===== config.mk =====
export PLATFORM = sky130hd
export DESIGN_NAME = keypad_scanner
export DESIGN_NICKNAME = d
export VERILOG_FILES = /design/src/rtl/keypad_scanner.sv
export SDC_FILE = /design/constraint.sdc
export NUM_CORES = 1
export LEC_CHECK = 0
export CORE_MARGIN = 4
export CORE_UTILIZATION = 55
export DETAILED_ROUTE_END_ITERATION = 7
export HOLD_SLACK_MARGIN = 0.03
export PLACE_DENSITY_LB_ADDON = 0.05
export SLEW_MARGIN = 10
export SYNTH_ARGS = -nofsm -noshare
export SYNTH_HDL_FRONTEND = slang
export SYNTH_SLANG_ARGS = --single-unit

===== constraint.sdc =====
create_clock -name clk -period 4.15 [get_ports clk]
set_input_delay 0.83 -clock clk [delete_from_list [all_inputs] [get_ports clk]]
set_output_delay 0.83 -clock clk [all_outputs]
set_load 0.005 [all_outputs]

===== src/rtl/keypad_scanner.sv =====
// 4x4 hex keypad scanner: rotates an active-low column strobe, samples the
// synchronized rows once per column, classifies each full scan, debounces
// presses and releases, and shifts accepted keys into a four-digit history.
module keypad_scanner #(
  parameter int unsigned SCAN_DIV       = 100000,
  parameter int unsigned DEBOUNCE_SCANS = 4
) (
  input  logic       clk,
  input  logic       reset,
  input  logic [3:0] row,
  input  logic       clear,
  output logic [3:0] col,
  output logic [3:0] key,
  output logic       key_valid,
  output logic [3:0] dig0,
  output logic [3:0] dig1,
  output logic [3:0] dig2,
  output logic [3:0] dig3
);

  localparam int unsigned DIV_W = $clog2(SCAN_DIV);

  typedef enum logic [1:0] {IDLE, PRESS, HELD, RELEASE} state_e;
  typedef enum logic [1:0] {RES_NONE, RES_SINGLE, RES_MULTI} result_e;

  logic [3:0]       row_meta_q, row_sync_q;
  logic [DIV_W-1:0] div_q;
  logic [1:0]       col_idx_q;
  logic             div_last;
  logic [1:0]       acc_cnt_q, acc_cnt_d;
  logic [3:0]       acc_code_q, acc_code_d;
  logic             res_valid_q, res_valid_d;
  result_e          res_kind_q, res_kind_d;
  logic [3:0]       res_code_q, res_code_d;
  state_e           state_q, state_d;
  logic [3:0]       cand_q, cand_d;
  logic [3:0]       cnt_q, cnt_d;
  logic             accept;
  logic [3:0]       key_q;
  logic             key_valid_q;
  logic [3:0]       dig_q [4];

  // Hex code printed on the key at row r, column c.
  function automatic logic [3:0] key_map(input logic [1:0] r, input logic [1:0] c);
    case ({r, c})
      4'h0: key_map = 4'h1;  4'h1: key_map = 4'h2;  4'h2: key_map = 4'h3;  4'h3: key_map = 4'hA;
      4'h4: key_map = 4'h4;  4'h5: key_map = 4'h5;  4'h6: key_map = 4'h6;  4'h7: key_map = 4'hB;
      4'h8: key_map = 4'h7;  4'h9: key_map = 4'h8;  4'hA: key_map = 4'h9;  4'hB: key_map = 4'hC;
      4'hC: key_map = 4'h0;  4'hD: key_map = 4'hF;  4'hE: key_map = 4'hE;
      default: key_map = 4'hD;
    endcase
  endfunction

  // Two-flop synchronizer for the asynchronous row lines.
  // NOTE: sequential state uses non-blocking assignments so every flop samples
  // pre-edge values; a blocking '=' here would collapse the two stages into one.
  always_ff @(posedge clk or posedge reset) begin
    if (reset) begin
      row_meta_q <= 4'b1111;
      row_sync_q <= 4'b1111;
    end else begin
      row_meta_q <= row;
      row_sync_q <= row_meta_q;
    end
  end

  assign div_last = (div_q == DIV_W'(SCAN_DIV - 1));
  assign col      = ~(4'b0001 << col_idx_q);

  // Column dwell divider and column rotation.
  always_ff @(posedge clk or posedge reset) begin
    if (reset) begin
      div_q     <= '0;
      col_idx_q <= 2'd0;
    end else if (div_last) begin
      div_q     <= '0;
      col_idx_q <= col_idx_q + 2'd1;
    end else begin
      div_q <= div_q + DIV_W'(1);
    end
  end

  // Per-scan zero counting (saturating at two) and scan classification.
  // NOTE: every signal written here gets a default first so no path leaves it
  // unassigned, which is what keeps combinational blocks free of latches.
  always_comb begin
    acc_cnt_d   = acc_cnt_q;
    acc_code_d  = acc_code_q;
    res_valid_d = 1'b0;
    res_kind_d  = res_kind_q;
    res_code_d  = res_code_q;
    if (div_last) begin
      if (col_idx_q == 2'd0) begin
        acc_cnt_d  = 2'd0;
        acc_code_d = 4'h0;
      end
      for (int r = 0; r < 4; r++) begin
        if (!row_sync_q[r]) begin
          if (acc_cnt_d == 2'd0) acc_code_d = key_map(2'(r), col_idx_q);
          if (acc_cnt_d != 2'd2) acc_cnt_d = acc_cnt_d + 2'd1;
        end
      end
      if (col_idx_q == 2'd3) begin
        res_valid_d = 1'b1;
        res_code_d  = acc_code_d;
        case (acc_cnt_d)
          2'd0:    res_kind_d = RES_NONE;
          2'd1:    res_kind_d = RES_SINGLE;
          default: res_kind_d = RES_MULTI;
        endcase
      end
    end
  end

  // Scan accumulators and the registered scan result.
  always_ff @(posedge clk or posedge reset) begin
    if (reset) begin
      acc_cnt_q   <= 2'd0;
      acc_code_q  <= 4'h0;
      res_valid_q <= 1'b0;
      res_kind_q  <= RES_NONE;
      res_code_q  <= 4'h0;
    end else begin
      acc_cnt_q   <= acc_cnt_d;
      acc_code_q  <= acc_code_d;
      res_valid_q <= res_valid_d;
      res_kind_q  <= res_kind_d;
      res_code_q  <= res_code_d;
    end
  end

  // Debounce FSM, advanced once per completed scan.
  always_comb begin
    state_d = state_q;
    cand_d  = cand_q;
    cnt_d   = cnt_q;
    accept  = 1'b0;
    if (res_valid_q) begin
      case (state_q)
        IDLE: begin
          if (res_kind_q == RES_SINGLE) begin
            cand_d = res_code_q;
            cnt_d  = 4'd1;
            if (DEBOUNCE_SCANS == 1) begin
              accept  = 1'b1;
              state_d = HELD;
            end else begin
              state_d = PRESS;
            end
          end
        end
        PRESS: begin
          if (res_kind_q == RES_SINGLE && res_code_q == cand_q) begin
            cnt_d = cnt_q + 4'd1;
            if (cnt_q + 4'd1 == 4'(DEBOUNCE_SCANS)) begin
              accept  = 1'b1;
              state_d = HELD;
            end
          end else if (res_kind_q == RES_SINGLE) begin
            cand_d = res_code_q;
            cnt_d  = 4'd1;
          end else begin
            cnt_d   = 4'd0;
            state_d = IDLE;
          end
        end
        HELD: begin
          if (res_kind_q == RES_NONE) begin
            cnt_d   = 4'd1;
            state_d = (DEBOUNCE_SCANS == 1) ? IDLE : RELEASE;
          end
        end
        default: begin
          if (res_kind_q == RES_NONE) begin
            cnt_d = cnt_q + 4'd1;
            if (cnt_q + 4'd1 == 4'(DEBOUNCE_SCANS)) state_d = IDLE;
          end else begin
            state_d = HELD;
          end
        end
      endcase
    end
  end

  // FSM state register.
  always_ff @(posedge clk or posedge reset) begin
    if (reset) begin
      state_q <= IDLE;
      cand_q  <= 4'h0;
      cnt_q   <= 4'd0;
    end else begin
      state_q <= state_d;
      cand_q  <= cand_d;
      cnt_q   <= cnt_d;
    end
  end

  // Key output and digit history; clear overrides the shift for the digits only.
  always_ff @(posedge clk or posedge reset) begin
    if (reset) begin
      key_q       <= 4'h0;
      key_valid_q <= 1'b0;
      for (int i = 0; i < 4; i++) dig_q[i] <= 4'h0;
    end else begin
      key_valid_q <= accept;
      if (accept) key_q <= cand_d;
      if (clear) begin
        for (int i = 0; i < 4; i++) dig_q[i] <= 4'h0;
      end else if (accept) begin
        dig_q[3] <= dig_q[2];
        dig_q[2] <= dig_q[1];
        dig_q[1] <= dig_q[0];
        dig_q[0] <= cand_d;
      end
    end
  end

  assign key       = key_q;
  assign key_valid = key_valid_q;
  assign dig0      = dig_q[0];
  assign dig1      = dig_q[1];
  assign dig2      = dig_q[2];
  assign dig3      = dig_q[3];

endmodule


**Yosys cells after proc, flatten, opt, wreduce, memory -nomap -nowiden**

Cells that the tools add are included.

- Bits of input ports: 7
- Flip-flop bits (word level): 71
- Logic and storage cells: 116

- Shifts and indexed selects: 1
- Mux-type cells: 56
- Bitwise operators: 1
- Eq/ne operators: 19
- Reduce and logical (&&, ||, !) cells: 14
- Add/sub/neg operators: 7

Operators with widths:

| operator | number |
|---|---|
| $mux W4 | 17 |
| $pmux W4 S4 | 3 |
| $mux W2 | 21 |
| $mux W16 | 2 |
| $pmux W4 S3 | 2 |
| $add A17 B1 Y17 const B | 1 |
| $eq A17 B17 Y1 const B | 1 |
| $mux W17 | 1 |
| $logic_not A2 Y1 | 8 |
| $ne A2 B2 Y1 const B | 6 |
| $add A2 B1 Y2 const B | 5 |
| $eq A2 B1 Y1 const B | 4 |
| $pmux W4 S2 | 1 |
| $mux W1 | 7 |
| $eq A2 B2 Y1 const B | 3 |
| $ne A3 B3 Y1 const B | 2 |
| $pmux W2 S3 | 1 |
| $reduce_and A6 Y1 | 1 |
| $ne A5 B2 Y1 const B | 1 |
| $add A4 B1 Y4 const B | 1 |
| $eq A4 B3 Y1 const B | 1 |
| $eq A4 B4 Y1 | 1 |
| $not A4 Y4 | 1 |
| $pmux W2 S2 | 1 |
| 6 further kinds | 6 |

**Longest topological paths before layout**

- Word-level depth: 21
- Depth in mapped cells: 14
- Mapped depth without buffers: 14

**Worst setup path before layout**

OpenSTA, ideal clock, no wires.

- Path kind: register to register
- Start: register col_idx_q[0]
- End: register acc_code_q[2]
- Arrival time: 3.183 ns
- Stages on the path, launching flop included: 15
- Clock period less this slack: 3.310 ns
- Setup time: 0.126 ns
- Slack: 0.840 ns
- Cells stage by stage: dfrtp_1 inv_1 ha_1 inv_1 nand2_1 ha_1 xnor2_1 a211oi_1 a21o_2 inv_2 ha_1 nor4_1 a21o_2 nor2_1 a221o_1

- Cells in the longest elaborated chain, start to end: 18
- Elaborated cells between the ends (all ways): 38
- Those cells by class: add/sub: 3; eq/ne: 6; mux: 24; reduce/logical: 5

Ends and longest elaborated chain:

| what | RTL line | text |
|---|---|---|
| start, declared | 28 | `logic [1:0] col_idx_q;` |
| start signal, assigned | 77 | `col_idx_q <= col_idx_q + 2'd1;` |
| $logic_not A2 Y1 | 45, 93 |  |
| $mux W2 | 93 | `if (col_idx_q == 2'd0) begin` |
| $mux W2 | 92 | `if (div_last) begin` |
| $add A2 B1 Y2 / $ne A2 B2 Y1 (equally long branches) | 100 | `if (acc_cnt_d != 2'd2) acc_cnt_d = acc_cnt_d + 2'd1;` |
| $mux W2 | 100 |  |
| $mux W2 | 98 | `if (!row_sync_q[r]) begin` |
| $mux W2 | 92 |  |
| $add A2 B1 Y2 / $ne A2 B2 Y1 (equally long branches) | 100 |  |
| [... 2 more ...] | n/a |  |
| $mux W2 | 92 |  |
| $add A2 B1 Y2 / $ne A2 B2 Y1 (equally long branches) | 100 |  |
| $mux W2 | 100 |  |
| $mux W2 | 98 |  |
| $mux W2 | 92 |  |
| $logic_not A2 Y1 | 99 | `if (acc_cnt_d == 2'd0) acc_code_d = key_map(2'(r), col_idx_q);` |
| $mux W4 | 99 |  |
| $mux W4 (*) | 98 |  |
| end signal, assigned | 125 | `acc_code_q <= acc_code_d;` |
| end, declared | 31 | `logic [3:0] acc_code_q, acc_code_d;` |

Mark *: on every way between the ends. The rest lies on a longest branch, timed or not. The select of a mux whose other input is x is not followed.
A chain may end at the register's enable or synchronous reset.

**Final worst setup path**

Ends and elaborated chain as after synthesis.

==> metrics.csv <==
stage,metric,value,unit
run_status,outcome,"complete, no violations",
critical_path,CP max FO,9,
synthesis,syn avg cell area,10.3,um2
timing,clock skew,0.0119,ns
power_and_ir_drop,Peak VDD IR,0.000238,V
routing,First-pass DRT Iterations,5,
clock_network,"Hold-fix buffers, CTS",0,
grt,GRT Total Usage,19.0,%
clock_network,TritonCTS clock tree,done,
placed_design,Placed Instances,449,
routing,routed len/inst,14.8,um
routing,DRC,0,
grt,pin count of the biggest net entering global routing,35,
grt,vias in the first global route,2538,
timing,Worst Tran Pin Value,1.08,ns
worst_hold_path,Tightest Hold Check Type,flop to flop,
synthesis,"Seq/Total Area, Yosys",49.4,%
synthesis,async set-reset flop share out of synthesis,100,%
timing,fmax,269,MHz
die,core area,6350,um2
timing,post-route setup TNS,0,ns
clock_network,"CTS clk-pin slew, worst paths",0.07,ns
critical_path,CP cell instances,inv_1 -> ha_1 -> inv_1 -> nand2_1 -> ha_1 -> xnor2_1 -> a211oi_1 -> a21o_2 -> inv_2 -> ha_1 -> nor4_1 -> a21o_2 -> nor2_1 -> a221o_1,
placed_design,Final Wtd Congestion,0.877,
die,initial core utilization,56.9,%
die,Horiz. Die Dim,89.1,um
routing,Final ANT Viol Nets,0,
synthesis,YS warnings,0,
timing,worst hold slack,0.357,ns
finish,P&R area growth vs syn,14.9,%
synthesis,Mapped Cells,351,
routing,DR iter-0 viols,117,
placed_design,number of port buffers,31,
clock_network,Longest Clk Path Bufs,2,
clock_network,post-CTS resize count,0,
finish,final net count,401,
critical_path,startpoint types,flop,
routing,DR vias/cell,5.66,
critical_path,Crit. End Element,flop,
clock_network,total CTS buffers,9,
timing,Fin. Hold Viols,0,
timing,RSZ-0062 raised after global routing,false,
timing,Max Slew Vio Count,0,
die,die area,7940,um2
timing,Tmin final,3.72,ns
power_and_ir_drop,Overall Power,1.27,mW
synthesis,mapped cell area,3620,um2
critical_path,crit-path max cell delay,0.44,ns
synthesis,"flops & latches, synth",71,
power_and_ir_drop,Cell Pwr Density,307,nW/um2
grt,global-route wire length before repair,11600,um
clock_network,Root Driver,clkbuf_8,
synthesis,main area contributors after synthesis,"dfrtp_1 (44%), dfstp_2 (5.8%), mux2i_1 (5.0%)",
clock_network,CTS Sinks,71,
synthesis,post-synth net total,369,
finish,final non-filler cell total,465,
synthesis,number of synthesized flops with an enable pin,0,
grt,grt ovf,0,
routing,final wirelength,6890,um
synthesis,"Primary FF master, synth",dfrtp_1,
die,die height,89.1,um
finish,Filler Cell Count,520,
timing,Worst slew margin,28.0,%
synthesis,leading area contributor after synthesis,dfrtp_1,
flow_run,max_cap viols,0,
grt,initial antenna violation count,0,
critical_path,Crit Path Class,flop to flop,
clock_network,H-tree depth,3,
critical_path,Critical-path top delay cell,nor4_1,
timing,final period utilization,89.5,%
clock_network,worst skew pair latency,0.35,ns
critical_path,cell repeated most along the worst path,ha_1,
critical_path,Critical Path RT,4.38,ns
synthesis,area share of the largest cell type after synthesis,43.6,%
placed_design,post-DP HPWL,5000,um
finish,number of antenna repair diodes,0,
finish,share of cells above drive strength 1,11.3,%
clock_network,number of setup buffers added after CTS,0,
die,I/O pin total,32,
routing,Vias,2630,
timing,final setup vio count,0,
power_and_ir_drop,Leak,1.79,nW
critical_path,Worst Path Arrival,3.94,ns
synthesis,Synth cell types,60,
die,Rows,29,
[power breakdown]
group / internal (mW) / switching, mW
clock: 0.234 / 0.269
combinational: 0.0235 / 0.0416
sequential: 0.699 / 0.00710
total: 0.956 / 0.318
[cells in the final DEF (no fill, tap or decap), types with 2 or more instances in the layout]
| cell type | netlist | final |
|---|---|---|
| nand2_1 | 18 | 18 |
| nor4_1 | 5 | 5 |
| nand4_1 | 2 | 2 |
| xnor2_1 | 8 | 8 |
| a2111oi_4 | 2 | 2 |
| nor3_1 | 13 | 13 |
| a21oi_1 | 17 | 17 |
| or3_1 | 3 | 3 |
| a221o_1 | 2 | 2 |
| a211o_1 | 2 | 2 |
| a211oi_1 | 5 | 5 |
| and3_1 | 4 | 4 |
| clkdlybuf4s50_1 | 0 | 31 |
| a22oi_1 | 2 | 2 |
| o22ai_1 | 3 | 3 |
| xor2_1 | 13 | 13 |
| and2_1 | 3 | 3 |
| clkbuf_8 | 0 | 10 |
| inv_2 | 1 | 2 |
| nor2b_1 | 7 | 7 |
| o31ai_1 | 3 | 3 |
| buf_4 | 1 | 3 |
| nand3_1 | 11 | 11 |
| inv_1 | 17 | 16 |
| a31oi_1 | 4 | 4 |
| mux2i_1 | 18 | 18 |
| a21o_2 | 2 | 2 |
| o21ai_1 | 5 | 5 |
| a32o_1 | 2 | 2 |
| dfstp_2 | 8 | 8 |
| dfrtp_1 | 63 | 63 |
| nand2b_1 | 7 | 7 |
| clkinvlp_4 | 0 | 4 |
| nor2_1 | 41 | 41 |
| ha_1 | 11 | 11 |
| o21ai_0 | 13 | 13 |
[per-stage QoR]
stage | setup slack [ns] | area [um2] | util (%)
final | 0.434 | 4150 | 65.4
after detailed placement | 0.507 | 3970 | 62.6
after global routing | 0.222 | 4150 | 65.4
after global placement | 0.623 | 3970 | 62.6
after CTS | 0.467 | 4150 | 65.4
after floorplan | 0.840 | 3620 | -
[metal layers]
| metal | vias to the layer above | share of wire, % | GRT usage, % |
|---|---|---|---|
| li1 | 1293 | - | - |
| met1 | 1261 | 46 | 25.7 |
| met2 | 60 | 47 | 29.7 |
| met3 | 16 | 4.4 | 3.87 |
| met4 | 0 | 2.0 | 7.85 |
| met5 | - | 0 | 0 |
[cells by family after synthesis]
logic type                 count (synthesis)  share of synthesized area, %
AOI/OAI and AO/OA                         73                          14.7
muxes                                     19                          5.29
adders and majority gates                 11                          3.81
DFF                                       71                          49.4
buffers and inverters                     31                          3.88
xor gates and xnor gates                  21                          5.09
and+or+nand+nor                          125                          17.8
[area by class of cell]
class,instances,area [um2],area share (%)
Multi-Input combinational cell,249,1690,40.7
Inverter,18,67.6,1.63
Timing Repair Buffer,34,333,8.01
Sequential cell,71,1790,43.0
Clock inverter,6,43.8,1.05
Tap cell,77,96.3,2.32
Clock buffer,10,138,3.31
[cells in the mapped netlist (2+ instances only)]
cell / instances
a211oi_1: 5
a2111oi_4: 2
clkbuf_1: 4
or3_1: 3
a221o_1: 2
o22ai_1: 3
buf_2: 4
a211o_1: 2
a22oi_1: 2
mux2i_1: 18
nor3_1: 13
o31ai_1: 3
dfrtp_1: 63
and2_1: 3
dfstp_2: 8
o21ai_1: 5
ha_1: 11
nor2_1: 41
buf_1: 2
buf_6: 2
nand2b_1: 7
xnor2_1: 8
a32o_1: 2
a21oi_1: 17
and3_1: 4
nand3_1: 11
a21o_2: 2
nor2b_1: 7
nand2_1: 18
a31oi_1: 4
nor4_1: 5
inv_1: 17
nand4_1: 2
xor2_1: 13
o21ai_0: 13
[state kept, by name, summed over array words and instances (netlist names), 4 cells and up]
name and cells:
cand_q 4, div_q 17, dig3 4, row_sync_q 4, dig2 4, dig0 4, dig1 4, res_code_q 4
cnt_q 4, row_meta_q 4, key 4, acc_code_q 4
[path summary, 6_finish.rpt]
| path | to | start | cells past startpoint | slack (ns) |
|---|---|---|---|---|
| max in group asynchronous | row_sync_q[0]$_DFF_PP1_ | reset | 3 | 2.57 |
| worst max-delay path | acc_code_q[2]$_DFFE_PP0N_ | col_idx_q[0]$_DFFE_PP0N_ | 14 | 0.43 |
| worst min-delay path | row_sync_q[1]$_DFF_PP1_ | row_meta_q[1]$_DFF_PP1_ | 0 | 0.36 |
| worst min register to register | row_sync_q[1]$_DFF_PP1_ | row_meta_q[1]$_DFF_PP1_ | 0 | 0.36 |
| min in group asynchronous | dig3[1]$_DFFE_PP0P_ | reset | 2 | 0.78 |
| worst max register to register | acc_code_q[2]$_DFFE_PP0N_ | col_idx_q[0]$_DFFE_PP0N_ | 14 | 0.43 |
[worst max-delay path: cells and delay by family, from the launching register on]
family / cells / cell delay (ns)
flip-flops: 1 / 0.40
AO/OA/AOI/OAI: 4 / 1.09
adder cells (fa/ha/maj): 3 / 0.95
buffers and inverters: 3 / 0.41
XOR/XNOR: 1 / 0.13
AND/OR/NAND/NOR: 3 / 0.63
(Power assumes the default switching activity.)
